--- src/rtl/blink_rate_select.sv ---
// Button-driven rate selector for the LED blinker: 1 ms prescaler, button synchroniser,
// debounce FSM and a four-entry half-period table stepped once per accepted press.
module blink_rate_select #(
  parameter int unsigned CLOCK_FREQUENCY   = 27000000,
  parameter int unsigned DEBOUNCE_MS       = 20,
  parameter int unsigned RATE0_MS          = 500,
  parameter int unsigned RATE1_MS          = 250,
  parameter int unsigned RATE2_MS          = 100,
  parameter int unsigned RATE3_MS          = 50,
  parameter int unsigned BUTTON_ACTIVE_LOW = 1
) (
  input  logic        Clock,
  input  logic        Reset_n,
  input  logic        Button_raw,
  output logic        Ms_tick,
  output logic [1:0]  Rate_index,
  output logic [15:0] Half_period_ms,
  output logic        Rate_changed
);

  localparam int unsigned PRESCALE = CLOCK_FREQUENCY / 1000;
  localparam int unsigned PRE_W    = (PRESCALE > 1) ? $clog2(PRESCALE) : 1;
  localparam int unsigned DEB_W    = $clog2(DEBOUNCE_MS + 1);

  localparam logic [PRE_W-1:0] PRE_LAST = PRE_W'(PRESCALE - 1);
  localparam logic [PRE_W-1:0] PRE_ONE  = PRE_W'(1);
  localparam logic [DEB_W-1:0] DEB_LAST = DEB_W'(DEBOUNCE_MS - 1);
  localparam logic [DEB_W-1:0] DEB_MAX  = {DEB_W{1'b1}};
  localparam logic [DEB_W-1:0] DEB_ONE  = DEB_W'(1);
  localparam logic             RELEASED_LEVEL = (BUTTON_ACTIVE_LOW != 0) ? 1'b1 : 1'b0;

  typedef enum logic [1:0] {
    ST_IDLE         = 2'd0,
    ST_WAIT_PRESS   = 2'd1,
    ST_PRESSED      = 2'd2,
    ST_WAIT_RELEASE = 2'd3
  } state_t;

  function automatic logic [15:0] rate_lookup(input logic [1:0] idx);
    logic [15:0] val;
    case (idx)
      2'd0:    val = 16'(RATE0_MS);
      2'd1:    val = 16'(RATE1_MS);
      2'd2:    val = 16'(RATE2_MS);
      2'd3:    val = 16'(RATE3_MS);
      default: val = 16'(RATE0_MS);
    endcase
    return val;
  endfunction

  // Counter never wraps: it holds at all-ones if ever pushed that far.
  function automatic logic [DEB_W-1:0] sat_inc(input logic [DEB_W-1:0] val);
    logic [DEB_W-1:0] res;
    if (val == DEB_MAX) begin
      res = val;
    end else begin
      res = val + DEB_ONE;
    end
    return res;
  endfunction

  logic [PRE_W-1:0] pre_cnt_r;
  logic             ms_tick_r;
  logic [1:0]       sync_r;
  logic             pressed_s;
  state_t           state_r;
  state_t           state_s;
  logic [DEB_W-1:0] deb_cnt_r;
  logic [DEB_W-1:0] deb_cnt_s;
  logic             accept_s;
  logic [1:0]       next_index_s;
  logic [1:0]       rate_index_r;
  logic [15:0]      half_period_r;
  logic             rate_changed_r;

  // Free-running 1 ms prescaler with a registered tick.
  always_ff @(posedge Clock or negedge Reset_n) begin
    if (!Reset_n) begin
      pre_cnt_r <= '0;
      ms_tick_r <= 1'b0;
    end else if (pre_cnt_r == PRE_LAST) begin
      pre_cnt_r <= '0;
      ms_tick_r <= 1'b1;
    end else begin
      pre_cnt_r <= pre_cnt_r + PRE_ONE;
      ms_tick_r <= 1'b0;
    end
  end

  // Two-flop synchroniser; resets to the released level so no press is seen at reset.
  always_ff @(posedge Clock or negedge Reset_n) begin
    if (!Reset_n) begin
      sync_r <= {2{RELEASED_LEVEL}};
    end else begin
      sync_r <= {sync_r[0], Button_raw};
    end
  end

  assign pressed_s = sync_r[1] ^ RELEASED_LEVEL;

  // Debounce state and tick counter registers.
  always_ff @(posedge Clock or negedge Reset_n) begin
    if (!Reset_n) begin
      state_r   <= ST_IDLE;
      deb_cnt_r <= '0;
    end else begin
      state_r   <= state_s;
      deb_cnt_r <= deb_cnt_s;
    end
  end

  // Debounce next-state logic; a level change must survive DEBOUNCE_MS ticks to be accepted.
  always_comb begin
    state_s   = state_r;
    deb_cnt_s = deb_cnt_r;
    accept_s  = 1'b0;
    case (state_r)
      ST_IDLE: begin
        if (pressed_s) begin
          state_s   = ST_WAIT_PRESS;
          deb_cnt_s = '0;
        end else begin
          state_s   = ST_IDLE;
        end
      end
      ST_WAIT_PRESS: begin
        // Release is tested first so it wins over a coincident final tick.
        if (!pressed_s) begin
          state_s = ST_IDLE;
        end else if (ms_tick_r) begin
          if (deb_cnt_r == DEB_LAST) begin
            state_s  = ST_PRESSED;
            accept_s = 1'b1;
          end else begin
            deb_cnt_s = sat_inc(deb_cnt_r);
          end
        end else begin
          state_s = ST_WAIT_PRESS;
        end
      end
      ST_PRESSED: begin
        if (!pressed_s) begin
          state_s   = ST_WAIT_RELEASE;
          deb_cnt_s = '0;
        end else begin
          state_s   = ST_PRESSED;
        end
      end
      ST_WAIT_RELEASE: begin
        if (pressed_s) begin
          state_s = ST_PRESSED;
        end else if (ms_tick_r) begin
          if (deb_cnt_r == DEB_LAST) begin
            state_s = ST_IDLE;
          end else begin
            deb_cnt_s = sat_inc(deb_cnt_r);
          end
        end else begin
          state_s = ST_WAIT_RELEASE;
        end
      end
      default: begin
        state_s   = ST_IDLE;
        deb_cnt_s = '0;
      end
    endcase
  end

  assign next_index_s = rate_index_r + 2'd1;

  // Rate selection registers; they move only on an accepted press.
  always_ff @(posedge Clock or negedge Reset_n) begin
    if (!Reset_n) begin
      rate_index_r   <= 2'd0;
      half_period_r  <= 16'(RATE0_MS);
      rate_changed_r <= 1'b0;
    end else begin
      rate_changed_r <= accept_s;
      if (accept_s) begin
        rate_index_r  <= next_index_s;
        half_period_r <= rate_lookup(next_index_s);
      end else begin
        rate_index_r  <= rate_index_r;
        half_period_r <= half_period_r;
      end
    end
  end

  assign Ms_tick        = ms_tick_r;
  assign Rate_index     = rate_index_r;
  assign Half_period_ms = half_period_r;
  assign Rate_changed   = rate_changed_r;

endmodule

--- config.mk ---
export PLATFORM = sky130hd
export DESIGN_NAME = blink_rate_select
export DESIGN_NICKNAME = d
export VERILOG_FILES = /design/src/rtl/blink_rate_select.sv
export SDC_FILE = /design/constraint.sdc
export NUM_CORES = 1
export LEC_CHECK = 0
export CAP_MARGIN = 10
export CORE_AREA = 2 2 67 94
export CTS_CLUSTER_SIZE = 40
export DETAILED_ROUTE_END_ITERATION = 8
export DIE_AREA = 0 0 69 96
export PLACE_DENSITY = 0.47
export RECOVER_POWER = 25
export SLEW_MARGIN = 20
export SYNTH_ARGS = -nofsm -noshare
export SYNTH_HDL_FRONTEND = slang
export SYNTH_SLANG_ARGS = --single-unit
--- constraint.sdc ---
create_clock -name Clock -period 1.8 [get_ports Clock]
set_input_delay 0.36 -clock Clock [delete_from_list [all_inputs] [get_ports Clock]]
set_output_delay 0.36 -clock Clock [all_outputs]
set_load 0.01 [all_outputs]
=== After elaboration in Yosys (flattened, before gate mapping) ===
Index checks and enable logic that the tools add are counted.

* Register bits after elaboration: 44
* Memories kept: 0
* Bits in latches: 0
* Output and inout bits: 20
* Input bits: 3
* Memory bits (writable): 0
* ROM bits: 0

* Reductions and logical operators: 4
* Add/sub/neg operators: 3
* Equal/unequal tests: 15
* $mul: 0
* Bitwise gates (word level): 0
* Shift-type cells: 0
* Muxes and demuxes: 24
* Div/mod/pow operators: 0
* Order comparisons: 0

{| class="wikitable"
|+ Operator list
! operator !! count
|-
| 16-bit one-hot mux with 4 select lines || 1
|-
| 5-bit 2-to-1 mux || 7
|-
| 5-bit one-hot mux with 4 select lines || 1
|-
| 15-bit by 1-bit adder with 15-bit output (second input constant) || 1
|-
| 15-bit equality test (second input constant) || 1
|-
| 15-bit 2-to-1 mux || 1
|-
| 2-bit 2-to-1 mux || 6
|-
| 5-bit equality test (second input constant) || 2
|-
| 2-bit equality test (second input constant) || 4
|-
| 2-bit != test (second input constant) || 4
|-
| 4-bit != test (second input constant) || 2
|-
| 2-bit one-hot mux with 4 select lines || 1
|-
| 1-bit 2-to-1 mux || 7
|-
| 5-bit by 1-bit adder with 5-bit output (second input constant) || 1
|-
| 2-bit by 1-bit equality test with 1-bit output (second input constant) || 2
|-
| 2-bit zero test || 2
|-
| 4-bit AND reduction || 1
|-
| 2-bit by 1-bit adder with 2-bit output (second input constant) || 1
|-
| 2-bit AND reduction || 1
|}

=== Depth between registers and ports, before layout ===
Gate-level depths: netlist of run 1.

* Depth after elaboration: 6
* Mapped depth: 7

=== Worst setup path after synthesis of run 1 ===
OpenSTA, ideal clock, no wires.

* Kind: register to register
* From: register deb_cnt_r[0]
* To: register deb_cnt_r[0]
* Period minus slack after synthesis: 1.805 ns
* Path slack: -0.005 ns
* Data required time: 1.675 ns
* Data arrival time: 1.681 ns
* Stages on the path, launching flop included: 8
* Path through: dfrtp_1 > ha_1 > and3_1 > ha_1 > nor2b_1 > o21ai_0 > a21o_1 > mux2_2

* Longest elaborated chain between the ends: 6
* Elaborated cells between the ends (all ways): 9

{| class="wikitable"
|+ RTL lines
! element !! line !! RTL
|-
| start, declared || 68 || <nowiki>logic [DEB_W-1:0] deb_cnt_r;</nowiki>
|-
| start signal, assigned || 108 || <nowiki>deb_cnt_r <= deb_cnt_s;</nowiki>
|-
| 5-bit by 1-bit adder with 5-bit output or 5-bit equality test (tied branches) || 57, 54 ||
|-
| 5-bit 2-to-1 mux || 54 || <nowiki>if (val == DEB_MAX) begin</nowiki>
|-
| 5-bit 2-to-1 mux || 153 || <nowiki>if (deb_cnt_r == DEB_LAST) begin</nowiki>
|-
| 5-bit 2-to-1 mux (*) || 130 || <nowiki>end else if (ms_tick_r) begin</nowiki>
|-
| 5-bit 2-to-1 mux (on tied branches) || 150, 128 ||
|-
| 5-bit one-hot mux with 4 select lines (*) || 117 || <nowiki>case (state_r)</nowiki>
|}

Mark *: on every way between the ends. The rest lies on a longest branch, timed or not. The select of a mux whose other input is x is not followed.
A chain may end at the register's enable or synchronous reset.

=== Worst setup path in the final report of run 1 ===
* From: register deb_cnt_r[1]
* To: register deb_cnt_r[0]

* Longest elaborated chain between the ends: 6
* Elaborated cells between the ends (all ways): 8

{| class="wikitable"
|+ RTL lines
! element !! line
|-
| 5-bit equality test || 54
|-
| 5-bit 2-to-1 mux || --
|-
| 5-bit 2-to-1 mux (*) (2 in a row) || --
|-
| 5-bit 2-to-1 mux (on tied branches) || --
|-
| 5-bit one-hot mux with 4 select lines (*) || --
|}

Marked as above.

==> flow_metrics.py, run 1 <==
metrics = {
    "status": {
        "status": "complete, no violations",
    },
    "power": {
        "p_per_area_mw_per_mm2": 781,
        "peakVddDrop_v": 0.000542,
        "p_leak_uw": 0.000913,
        "power.share.clock": 0.379,
        "p_sw_uw": 370,
        "p_comb_frac": 0.086,
        "swShare": 0.230,
        "p_int_uw": 1240,
        "p_seq_frac": 0.535,
    },
    "place": {
        "place_ws_ns": 0.00415,
        "place.port_buffers": 13,
        "gp_congestion": 0.744,
        "dpl.hpwl_mm": 2.25,
    },
    "clocking": {
        "hold_buffers": 0,
        "tritoncts": "done",
        "htreeDepth": 2,
        "numCtsBuffers": 5,
        "cts.clk_slew.worst_paths_ns": 0.07,
        "clockRootBuffer": "clkbuf_8",
        "clk_latency_ns": 0.28,
        "cts_sinks": 35,
        "clk_path_buf_depth": 2,
    },
    "worst_hold_path": {
        "hold_path.class": "reg -> reg",
    },
    "yosys": {
        "syn_area_mm2": 0.00170,
        "synth.distinct_cells": 33,
        "synth.largest_area_cell": "dfrtp_1",
        "synth_flop_cell": "dfrtp_1",
        "ys_top_cells_by_count": "28 x dfrtp_1, 13 x nand2_1, 10 x nand3_1, 10 x nor2_1, 9 x buf_4",
        "yosys_warnings": 0,
        "synth_cells": 154,
        "synth-seq-cells": 35,
        "netlist_top_cells_area": "dfrtp_1 41%, dfstp_2 11%, ha_1 5.9%",
        "avgSynthCellArea_um2": 11.0,
        "ys_seq_area_frac": 0.522,
        "synth_top_area_share": 0.413,
        "synth_most_common_cell": "dfrtp_1",
        "synth-edff-count": 0,
        "async_flop_share": 1.00,
    },
    "sta": {
        "slew_headroom": 0.436,
        "period_needed_ns": 1.74,
        "rsz0062_at_grt": "yes",
        "setup_viol": 0,
        "fmax_ghz": 0.574,
        "hold_viol": 0,
        "slew_violations": 0,
        "setup_slack_ns": 0.0581,
        "skew_ns": 0.00240,
        "worstMarginPinSlew_ns": 0.846,
        "fin_crit_sh": 0.968,
    },
    "global_route": {
        "grt_usage": 0.0977,
        "grt_max_degree": 36,
        "grt_pass1_vias": 1149,
        "gr-total-overflow": 0,
        "grt_first_pass_wirelength_mm": 5.18,
        "antenna_found_initial": 0,
    },
    "route": {
        "vias_per_cell": 4.61,
        "initialDrtViolationCount": 36,
        "via_count": 1152,
        "wl_per_cell_um": 12.4,
        "ant_nets": 0,
        "wl_mm": 3.09,
        "drc": 0,
        "drtPass1Iterations": 4,
    },
    "setup_path": {
        "required_ns": 1.97,
        "endpoint_kind": "flip-flop",
        "critPathMaxFanout": 4,
        "critPathKind": "reg -> reg",
        "start_kind": "flip-flop",
        "worstPathArrival_ns": 1.91,
    },
    "flow_run": {
        "maxCapViolCount": 0,
    },
    "floorplanning": {
        "core_mm2": 0.00578,
        "fp-row-count": 33,
        "chipHeight_um": 96,
        "dieArea_mm2": 0.00662,
        "die_x_um": 69,
        "io_pins": 23,
        "start_util": 0.293,
    },
    "layout": {
        "syn_to_final_growth_pct": 21.6,
        "final_util": 0.356,
        "antenna_cells": 0,
        "drive_above_1_share": 0.200,
        "nets": 190,
    },
}
power groups by stage:
stage	registers (uW)	logic, uW	clock network [uW]
2_1_floorplan	863	90.1	0
4_1_cts	857	130	638
3_3_place_gp	871	115	0
5_1_grt	866	159	678
3_5_place_dp	873	120	0
6_report	860	139	610
final timing paths:
path                               from       endpoint  slack, ns  depth (start not counted)
min in group asynchronous       Reset_n  Rate_index[1]       0.72                          2
max reg2reg                deb_cnt_r[1]   deb_cnt_r[0]       0.06                          7
min reg2reg                   sync_r[0]      sync_r[1]       0.36                          0
max in group asynchronous       Reset_n   pre_cnt_r[7]       0.55                          2
max                        deb_cnt_r[1]   deb_cnt_r[0]       0.06                          7
min                           sync_r[0]      sync_r[1]       0.36                          0
state kept, by name, indices dropped and copies added, names as in the netlist:
signal	count
Half_period_ms	7
Ms_tick	1
Rate_changed	1
Rate_index	2
deb_cnt_r	5
pre_cnt_r	15
state_r	2
sync_r	2
cell families (layout without fill, tap and decap cells):
kind of cell | count (synthesis) | in the layout | share of synthesized area
simple gates | 58 | 58 | 0.201
flops | 35 | 35 | 0.522
buf+inv | 18 | 37 | 0.0642
compound gates | 16 | 16 | 0.0546
xor+xnor | 11 | 11 | 0.0568
fa+ha+maj | 8 | 8 | 0.0590
mux | 6 | 6 | 0.0384
other cells | 2 | 9 | 0.00443
repair_timing:
action / 4_1_cts / 5_1_grt
gates resized for setup: 0 / 8
pin swaps: 0 / 2
setup buffers: 1 / 1
endpoints found under the setup margin: 1 / 5
hold endpoints to repair: 0 / 0
metrics by stage:
| stage | setup TNS (ns) | hold WS, ns | instances | instance area, um2 | power, uW |
|---|---|---|---|---|---|
| 2_1_floorplan | 0 | 0.0644 | 161 | 1720 | 953 |
| 3_3_place_gp | 0 | 0.352 | 240 | 1910 | 985 |
| 3_5_place_dp | 0 | 0.352 | 240 | 1910 | 993 |
| 4_1_cts | 0 | 0.362 | 249 | 2020 | 1620 |
| 5_1_grt | -0.0122 | 0.366 | 250 | 2060 | 1700 |
| 6_report | 0 | 0.359 | 250 | 2060 | 1610 |
critical path: stages (launching register included):
cell,delay (ns)
dfrtp_1,0.41
ha_2,0.20
and3_4,0.18
ha_4,0.16
nor2b_4,0.10
o21ai_2,0.07
a21o_1,0.21
mux2_4,0.30
area by class of cell:
| cell class | count | area (um2) |
|---|---|---|
| Inverter | 6 | 22.5 |
| Timing Repair Buffer | 23 | 203 |
| Fill cell | 597 | 3720 |
| Clock buffer | 8 | 100 |
| Tap cell | 70 | 87.6 |
| Multi-Input combinational cell | 108 | 763 |
| Sequential cell | 35 | 885 |
routing by layer:
layer  GRT usage  vias up  part of all wire
li1            -      563                 -
met1       0.111      568              0.43
met2       0.170       17              0.53
met3      0.0335        4             0.032
met4      0.0376        0            0.0091
met5           0        -                 0
cells in the final DEF (no fill, tap or decap), drive strengths merged:
cell type      Yosys  final
nor2              10     10
or3                2      2
a21oi              2      2
and4               3      3
clkdlybuf4s50      0     11
nand3             10     10
xor2               6      6
and3               2      2
xnor2              5      5
conb               2      9
and2               2      2
and4bb             1      1
dlygate4sd3        0      2
inv                6      6
nor2b              2      2
mux2               4      4
nand4              5      5
dfrtp             28     28
clkbuf             2      9
buf               10      9
o31ai              2      2
or4                1      1
or4bb              1      1
nand2             13     13
ha                 8      8
or4b               1      1
nor4               1      1
o211ai             2      2
mux2i              2      2
nand3b             4      4
dfstp              7      7
a21o               1      1
o21ai              9      9
(Power assumes the default switching activity.)
==> run 2: changes to the inputs <==
--- a/config.mk
+++ b/config.mk
@@ -16,3 +16,4 @@
 export SYNTH_ARGS = -nofsm -noshare
 export SYNTH_HDL_FRONTEND = slang
 export SYNTH_SLANG_ARGS = --single-unit
+export TNS_END_PERCENT = 20
==> results of run 2 <==
Same layout as run 1: the final DEF is identical, and so are final timing and power.
